--- src/rtl/riscv_types.sv ---
// Shared RV32I definitions for the issue stage: ALU operations, opcode and funct
// constants, and the decoded-instruction record.
package riscv_types;

    typedef enum logic [3:0] {
        alu_add  = 4'd0,
        alu_sub  = 4'd1,
        alu_sll  = 4'd2,
        alu_slt  = 4'd3,
        alu_sltu = 4'd4,
        alu_xor  = 4'd5,
        alu_srl  = 4'd6,
        alu_sra  = 4'd7,
        alu_or   = 4'd8,
        alu_and  = 4'd9
    } aluop_t;

    localparam logic [6:0] OPC_OP     = 7'b0110011;
    localparam logic [6:0] OPC_OP_IMM = 7'b0010011;
    localparam logic [6:0] OPC_LUI    = 7'b0110111;
    localparam logic [6:0] OPC_AUIPC  = 7'b0010111;

    localparam logic [2:0] F3_ADD  = 3'b000;
    localparam logic [2:0] F3_SLL  = 3'b001;
    localparam logic [2:0] F3_SLT  = 3'b010;
    localparam logic [2:0] F3_SLTU = 3'b011;
    localparam logic [2:0] F3_XOR  = 3'b100;
    localparam logic [2:0] F3_SR   = 3'b101;
    localparam logic [2:0] F3_OR   = 3'b110;
    localparam logic [2:0] F3_AND  = 3'b111;

    localparam logic [6:0] F7_BASE = 7'b0000000;
    localparam logic [6:0] F7_ALT  = 7'b0100000;

    typedef struct packed {
        aluop_t      op;
        logic [31:0] opa;
        logic [31:0] opb;
        logic [4:0]  rd;
        logic        rd_we;
        logic        illegal;
        logic        use_rs1;
        logic        use_rs2;
    } decoded_t;

    // alt selects the funct7=0100000 variant, which only exists for add/sub and srl/sra
    function automatic aluop_t f3_to_aluop(input logic [2:0] f3, input logic alt);
        aluop_t op;
        op = alu_add;
        case (f3)
            F3_ADD:  op = alt ? alu_sub : alu_add;
            F3_SLL:  op = alu_sll;
            F3_SLT:  op = alu_slt;
            F3_SLTU: op = alu_sltu;
            F3_XOR:  op = alu_xor;
            F3_SR:   op = alt ? alu_sra : alu_srl;
            F3_OR:   op = alu_or;
            F3_AND:  op = alu_and;
        endcase
        return op;
    endfunction

endpackage

--- src/rtl/alu_scoreboard.sv ---
// Busy-bit scoreboard for in-flight destination registers. Set beats clear on
// the same register in one cycle; x0 is never reported busy.
module alu_scoreboard
    import riscv_types::*;
#(
    parameter  int NREGS = 32,
    localparam int AW    = $clog2(NREGS)
) (
    input  logic          clk_in,
    input  logic          rst_n_in,
    input  logic          set_en_in,
    input  logic [AW-1:0] set_addr_in,
    input  logic          clr_en_in,
    input  logic [AW-1:0] clr_addr_in,
    input  logic          flush_clr_en_in,
    input  logic [AW-1:0] flush_clr_addr_in,
    input  logic [AW-1:0] rs1_addr_in,
    input  logic [AW-1:0] rs2_addr_in,
    output logic          rs1_busy_out,
    output logic          rs2_busy_out
);

    logic [NREGS-1:0] busy_q;
    logic [NREGS-1:0] busy_d;

    always_comb begin
        busy_d = busy_q;
        if (clr_en_in) begin
            busy_d[clr_addr_in] = 1'b0;
        end
        if (flush_clr_en_in) begin
            busy_d[flush_clr_addr_in] = 1'b0;
        end
        if (set_en_in) begin
            busy_d[set_addr_in] = 1'b1;
        end
        busy_d[0] = 1'b0;
    end

    always_ff @(posedge clk_in or negedge rst_n_in) begin
        if (!rst_n_in) begin
            busy_q <= '0;
        end else begin
            busy_q <= busy_d;
        end
    end

    assign rs1_busy_out = busy_q[rs1_addr_in] && (rs1_addr_in != '0);
    assign rs2_busy_out = busy_q[rs2_addr_in] && (rs2_addr_in != '0);

endmodule

--- src/rtl/alu_issue.sv ---
// Decode/issue stage: turns RV32I OP/OP-IMM/LUI/AUIPC into a registered ALU request,
// stalling fetch on RAW hazards. Define ALU_ISSUE_BYPASS_EN to forward same-cycle writeback data.
module alu_issue
    import riscv_types::*;
#(
    parameter int WIDTH = 32,
    parameter int NREGS = 32
) (
    input  logic             clk_in,
    input  logic             rst_n_in,
    input  logic             instr_valid_in,
    output logic             instr_ready_out,
    input  logic [31:0]      instr_in,
    input  logic [WIDTH-1:0] pc_in,
    output logic [4:0]       rf_rs1_addr_out,
    output logic [4:0]       rf_rs2_addr_out,
    input  logic [WIDTH-1:0] rf_rs1_data_in,
    input  logic [WIDTH-1:0] rf_rs2_data_in,
    output aluop_t           ctrl_out,
    output logic [WIDTH-1:0] rs1_out,
    output logic [WIDTH-1:0] rs2_out,
    output logic [4:0]       rd_addr_out,
    output logic             rd_we_out,
    output logic             illegal_out,
    output logic             out_valid_out,
    input  logic             out_ready_in,
    input  logic             wb_valid_in,
    input  logic [4:0]       wb_addr_in,
    input  logic [WIDTH-1:0] wb_data_in,
    input  logic             flush_in
);

    logic [6:0]       opcode;
    logic [6:0]       funct7;
    logic [2:0]       funct3;
    logic [4:0]       rs1_addr;
    logic [4:0]       rs2_addr;
    logic [WIDTH-1:0] imm_i;
    logic [WIDTH-1:0] imm_u;
    logic [WIDTH-1:0] shamt;
    logic [WIDTH-1:0] src1_data;
    logic [WIDTH-1:0] src2_data;
    logic             rs1_busy;
    logic             rs2_busy;
    logic             rs1_blocked;
    logic             rs2_blocked;
    logic             hazard;
    logic             accept;
    decoded_t         dec;

    logic             out_valid_q, out_valid_d;
    aluop_t           ctrl_q, ctrl_d;
    logic [WIDTH-1:0] rs1_q, rs1_d;
    logic [WIDTH-1:0] rs2_q, rs2_d;
    logic [4:0]       rd_q, rd_d;
    logic             rd_we_q, rd_we_d;
    logic             illegal_q, illegal_d;

    assign opcode   = instr_in[6:0];
    assign funct3   = instr_in[14:12];
    assign funct7   = instr_in[31:25];
    assign rs1_addr = instr_in[19:15];
    assign rs2_addr = instr_in[24:20];
    assign imm_i    = {{(WIDTH-12){instr_in[31]}}, instr_in[31:20]};
    assign imm_u    = {instr_in[31:12], 12'b0};
    assign shamt    = {{(WIDTH-5){1'b0}}, instr_in[24:20]};

    assign rf_rs1_addr_out = rs1_addr;
    assign rf_rs2_addr_out = rs2_addr;

`ifdef ALU_ISSUE_BYPASS_EN
    // A writeback landing this cycle both releases the hazard and supplies the operand
    logic fwd1;
    logic fwd2;
    assign fwd1        = wb_valid_in && (wb_addr_in == rs1_addr) && (rs1_addr != '0);
    assign fwd2        = wb_valid_in && (wb_addr_in == rs2_addr) && (rs2_addr != '0);
    assign src1_data   = fwd1 ? wb_data_in : rf_rs1_data_in;
    assign src2_data   = fwd2 ? wb_data_in : rf_rs2_data_in;
    assign rs1_blocked = rs1_busy && !fwd1;
    assign rs2_blocked = rs2_busy && !fwd2;
`else
    logic unused_wb_data;
    assign unused_wb_data = ^wb_data_in;
    assign src1_data      = rf_rs1_data_in;
    assign src2_data      = rf_rs2_data_in;
    assign rs1_blocked    = rs1_busy;
    assign rs2_blocked    = rs2_busy;
`endif

    always_comb begin
        dec    = '0;
        dec.op = alu_add;
        dec.rd = instr_in[11:7];
        case (opcode)
            OPC_OP: begin
                dec.use_rs1 = 1'b1;
                dec.use_rs2 = 1'b1;
                dec.opa     = src1_data;
                dec.opb     = src2_data;
                dec.op      = f3_to_aluop(funct3, funct7 == F7_ALT);
                dec.illegal = !((funct7 == F7_BASE) ||
                                ((funct7 == F7_ALT) && ((funct3 == F3_ADD) || (funct3 == F3_SR))));
            end
            OPC_OP_IMM: begin
                dec.use_rs1 = 1'b1;
                dec.opa     = src1_data;
                dec.opb     = imm_i;
                dec.op      = f3_to_aluop(funct3, (funct3 == F3_SR) && (funct7 == F7_ALT));
                if ((funct3 == F3_SLL) || (funct3 == F3_SR)) begin
                    dec.opb     = shamt;
                    dec.illegal = !((funct7 == F7_BASE) ||
                                    ((funct3 == F3_SR) && (funct7 == F7_ALT)));
                end
            end
            OPC_LUI: begin
                dec.opb = imm_u;
            end
            OPC_AUIPC: begin
                dec.opa = pc_in;
                dec.opb = imm_u;
            end
            default: begin
                dec.illegal = 1'b1;
            end
        endcase
        if (dec.illegal) begin
            dec.op  = alu_add;
            dec.opa = '0;
            dec.opb = '0;
        end
        dec.rd_we = !dec.illegal && (dec.rd != '0);
    end

    assign hazard = instr_valid_in &&
                    ((dec.use_rs1 && rs1_blocked) || (dec.use_rs2 && rs2_blocked));
    assign instr_ready_out = (!out_valid_q || out_ready_in) && !hazard && !flush_in;
    assign accept          = instr_valid_in && instr_ready_out;

    alu_scoreboard #(
        .NREGS (NREGS)
    ) u_scoreboard (
        .clk_in            (clk_in),
        .rst_n_in          (rst_n_in),
        .set_en_in         (accept && dec.rd_we),
        .set_addr_in       (dec.rd),
        .clr_en_in         (wb_valid_in),
        .clr_addr_in       (wb_addr_in),
        .flush_clr_en_in   (flush_in && out_valid_q && rd_we_q),
        .flush_clr_addr_in (rd_q),
        .rs1_addr_in       (rs1_addr),
        .rs2_addr_in       (rs2_addr),
        .rs1_busy_out      (rs1_busy),
        .rs2_busy_out      (rs2_busy)
    );

    // Fields only change on accept, so they hold while execute applies backpressure
    always_comb begin
        out_valid_d = out_valid_q;
        ctrl_d      = ctrl_q;
        rs1_d       = rs1_q;
        rs2_d       = rs2_q;
        rd_d        = rd_q;
        rd_we_d     = rd_we_q;
        illegal_d   = illegal_q;
        if (flush_in) begin
            out_valid_d = 1'b0;
        end else if (accept) begin
            out_valid_d = 1'b1;
            ctrl_d      = dec.op;
            rs1_d       = dec.opa;
            rs2_d       = dec.opb;
            rd_d        = dec.rd;
            rd_we_d     = dec.rd_we;
            illegal_d   = dec.illegal;
        end else if (out_ready_in) begin
            out_valid_d = 1'b0;
        end
    end

    always_ff @(posedge clk_in or negedge rst_n_in) begin
        if (!rst_n_in) begin
            out_valid_q <= 1'b0;
            ctrl_q      <= alu_add;
            rs1_q       <= '0;
            rs2_q       <= '0;
            rd_q        <= '0;
            rd_we_q     <= 1'b0;
            illegal_q   <= 1'b0;
        end else begin
            out_valid_q <= out_valid_d;
            ctrl_q      <= ctrl_d;
            rs1_q       <= rs1_d;
            rs2_q       <= rs2_d;
            rd_q        <= rd_d;
            rd_we_q     <= rd_we_d;
            illegal_q   <= illegal_d;
        end
    end

    assign out_valid_out = out_valid_q;
    assign ctrl_out      = ctrl_q;
    assign rs1_out       = rs1_q;
    assign rs2_out       = rs2_q;
    assign rd_addr_out   = rd_q;
    assign rd_we_out     = rd_we_q;
    assign illegal_out   = illegal_q;

endmodule

--- config.mk ---
export PLATFORM = sky130hd
export DESIGN_NAME = alu_issue
export DESIGN_NICKNAME = d
export VERILOG_FILES = /design/src/rtl/riscv_types.sv /design/src/rtl/alu_scoreboard.sv /design/src/rtl/alu_issue.sv
export SDC_FILE = /design/constraint.sdc
export NUM_CORES = 1
export LEC_CHECK = 0
export CAP_MARGIN = 5
export CORE_UTILIZATION = 44
export CTS_CLUSTER_SIZE = 16
export DETAILED_ROUTE_END_ITERATION = 10
export GPL_TIMING_DRIVEN = 0
export PLACE_DENSITY = 0.88
export SLEW_MARGIN = 20
export SYNTH_ARGS = -nofsm -noshare
export SYNTH_HDL_FRONTEND = slang
export SYNTH_SLANG_ARGS = --single-unit
--- constraint.sdc ---
create_clock -name clk_in -period 3.2 [get_ports clk_in]
set_clock_uncertainty 0.05 [all_clocks]
set_input_delay 0.64 -clock clk_in [delete_from_list [all_inputs] [get_ports clk_in]]
set_output_delay 0.64 -clock clk_in [all_outputs]
set_load 0.03 [all_outputs]
==> flow_summary.json <==
{
  "status": "complete, no violations",
  "grt_pass1_wl_um": 32700,
  "nFillCells": 1082,
  "die_area_um2": 14900,
  "core_um2": 13990,
  "slew_headroom_pct": 41.66,
  "seq_area_um2": 2678,
  "required_ns": 2.51,
  "seq_power_share_pct": 45.1,
  "worstPathCellList": "clkdlybuf4s50_1 > o311ai_0 > or3_1 > o211ai_4 > nand2_1 > a21boi_1 > buf_4",
  "first_global_vias": 6059,
  "htree_levels": 3,
  "clkTransAtPathRegs_ns": 0.07,
  "setup_viol": 0,
  "dp_slack_ns": -0.9932,
  "die_h_um": 122.1,
  "report.final.slew_viol_count": 0,
  "drt_iter0_drc": 467,
  "syn_nets": 692,
  "path_max_fanout": 6,
  "synthTopCellsByArea": "dfrtp_1 42%, o2bb2ai_2 14%, a22oi_1 4.6%",
  "synth-seq-area-share_pct": 42.22,
  "cts-root-buf": "clkbuf_16",
  "post_drt_wl_per_cell_um": 22.66,
  "num_rows": 43,
  "r2r-start": "u_scoreboard.busy_q[8]",
  "r2r_cells": 8,
  "synthAdderAreaFrac_pct": 0,
  "finalPower_w": 0.003113,
  "cts_made_buffers": 9,
  "postSynthAreaPerCell_um2": 12.17,
  "hp-class": "in -> async",
  "p_per_area_nw_per_um2": 340.0,
  "worstPathArrival_ns": 2.39,
  "met3WireLength_um": 1432,
  "power.internal_w": 0.002281,
  "endpoint_kind": "output pin",
  "yosysTopAreaCell": "dfrtp_1",
  "fin_crit_sh_pct": 96.20,
  "synth_top_family_by_area": "compound AO/OA/AOI/OAI gates",
  "viasPerCell": 6.270,
  "slowest_stage": "clkdlybuf4s50_1",
  "dpl.hpwl_um": 15680,
  "synthArstFlopShare_pct": 100.0,
  "layout.nets": 926,
  "grt_max_degree": 57,
  "clk_latency_ns": 0.34,
  "swShare_pct": 26.74,
  "multi_input_area_um2": 3221,
  "max_cap_violations": 0,
  "chipWidth_um": 122.1,
  "max_freq_mhz": 324.8,
  "antenna_found_initial": 0,
  "clockPowerShare_pct": 37.2,
  "antennaDiodeCount": 0,
  "critical_path_class": "in -> out",
  "cp_slowest_stage_delay_ns": 0.65,
  "fin_ws_ns": 0.1216,
  "initial_core_util_pct": 45.34,
  "gp_congestion": 0.9188,
  "numPortBuffers": 219,
  "final_antenna_net_count": 0,
  "synth_edf_count": 0,
  "synth-seq-cells": 107,
  "cts_tree": "done",
  "grt_util_all_layers_pct": 28.71,
  "startpoint_type": "input port",
  "clock_sinks": 107,
  "synth_xor_area_share_pct": 0,
  "synthCells": 521,
  "route.met2.wl_um": 10600,
  "rsz0062_at_grt": "false",
  "finalHoldViolations": 0,
  "firstDrtPassIters": 6,
  "synthMuxAreaShare_pct": 8.029,
  "p_comb_share_pct": 17.6,
  "syn_to_final_growth_pct": 44.37,
  "io_pins": 258,
  "min_period_ns": 3.078,
  "synthDistinctLibCells": 52,
  "met1_length_um": 8820,
  "synthFlopType": "dfrtp_1",
  "synth_compound_area_share_pct": 33.32,
  "wirelength_um": 21300,
  "highest_layer": "met4",
  "yosysWarnings": 0,
  "p_switching_w": 0.0008324,
  "vdd_drop_max_mv": 0.2876,
  "tightest_slew_ns": 0.8678,
  "netlist.area_leader.share_pct": 42.22,
  "synth_area_um2": 6342,
  "crit-reg2reg-capture": "u_scoreboard.busy_q[14]",
  "grt_remaining_overflow": 0,
  "cts_buffer_depth": 2,
  "rrSetupSlack_ns": 0.60,
  "drive_gt1_share_pct": 20.00,
  "vias": 5894,
  "p_leak_nw": 3.413,
  "post-route-drc-count": 0,
  "yosys.area_share.simple_pct": 9.173
}
-- registers in the layout (all words and copies together), names as in the netlist --
register / flops
u_scoreboard.busy_q: 31
ctrl_out: 4
rd_we_out: 1
illegal_out: 1
out_valid_out: 1
rd_addr_out: 5
rs1_out: 32
rs2_out: 32
-- what timing repair did --
item	CTS	global route
endpoints found under the setup margin	83	1
pin swaps	3	1
buffers inserted	2	1
resized for setup	19	4
hold buffers	0	0
-- placed cells by master, fill, tap and decap left out, types with 3 or more instances in the layout --
master	count
clkdlybuf4s50_1	214
dfrtp_1	107
o2bb2ai_2	60
a22oi_1	39
o221ai_1	32
o31ai_1	31
nand2_1	26
clkbuf_1	19
a221oi_1	19
mux2i_1	16
buf_4	14
nor2_1	12
nand3b_1	11
inv_1	9
mux4_2	9
clkbuf_16	9
buf_6	8
mux2_1	7
buf_2	7
nand3_1	7
or3b_2	7
mux2_2	6
buf_12	6
nor3_1	5
or3_1	5
o21ai_0	5
and3_1	5
o2bb2ai_1	5
nand2b_1	4
nor2b_1	3
a21oi_1	3
buf_1	3
and2_1	3
-- power groups by stage --
| stage | Clock (W) | Combinational, W | Sequential (W) |
|---|---|---|---|
| finish | 0.00116 | 0.000549 | 0.00140 |
| global route | 0.00124 | 0.000579 | 0.00141 |
| CTS | 0.00117 | 0.000546 | 0.00140 |
| detailed placement | 0 | 0.000541 | 0.00143 |
| global placement | 0 | 0.000525 | 0.00143 |
| floorplan | 0 | 0.000199 | 0.00144 |
-- Yosys cell counts, types with 8 or more instances --
master and instances:
a221oi_1 19, o221ai_1 32, nand2_1 26, a22oi_1 39
o31ai_1 32, mux2i_1 16, o2bb2ai_2 60, inv_1 9
dfrtp_1 107, buf_4 10, mux4_2 9, nand3b_1 11
buf_2 8, nor2_1 12, clkbuf_1 22
-- critical path, delay by kind of cell --
family | cells | cell delay, ns
and+or+nand+nor | 2 | 0.45
buffers and inverters | 2 | 0.84
AOI/OAI and AO/OA | 3 | 0.45
-- cell type report --
| class | count | share of cell area, % |
|---|---|---|
| flip-flops and latches | 107 | 29.24 |
| well taps | 180 | 2.460 |
| inverters | 9 | 0.3690 |
| plain buffers | 57 | 4.865 |
| clock inverters | 6 | 0.7789 |
| clock buffers | 10 | 2.610 |
| multi-input cells | 348 | 35.17 |
| repair buffers | 223 | 24.50 |
-- cell families (layout without fill, tap and decap cells) --
logic type / count (synthesis) / in the layout
buf+inv: 66 / 305
compound gates: 211 / 211
simple gates: 99 / 99
flops: 107 / 107
mux: 38 / 38
-- metrics by stage --
stage | setup TNS [ns] | hold WS [ns] | cells | cell area, µm² | utilization [%]
2_1_floorplan | 0 | 0.2944 | 521 | 6342 | -
3_3_place_gp | -307.41 | 0.4324 | 920 | 8760 | 62.62
3_5_place_dp | -38.01 | 0.4280 | 921 | 8788 | 62.83
4_1_cts | 0 | 0.2039 | 939 | 9140 | 65.34
5_1_grt | 0 | 0.2209 | 940 | 9156 | 65.46
6_report | 0 | 0.1887 | 940 | 9156 | 65.46
-- per-layer routing --
metal | vias up | global-route usage [%]
met3 | 47 | 5.056
met2 | 328 | 48.52
li1 | 2574 | -
met5 | - | 0
met1 | 2945 | 37.20
met4 | 0 | 9.375
-- how the worst max path moves through the flow --
| stage | startpoint | end | cells past startpoint |
|---|---|---|---|
| after global placement | rst_n_in | rs2_out[5] | 1 |
| after detailed placement | instr_in[16] | instr_ready_out | 9 |
| after global routing | instr_in[16] | instr_ready_out | 9 |
| final | instr_in[24] | instr_ready_out | 7 |
| after floorplan | instr_in[16] | instr_ready_out | 7 |
| after CTS | instr_in[16] | instr_ready_out | 9 |
Power figures use the tool's default switching activity.
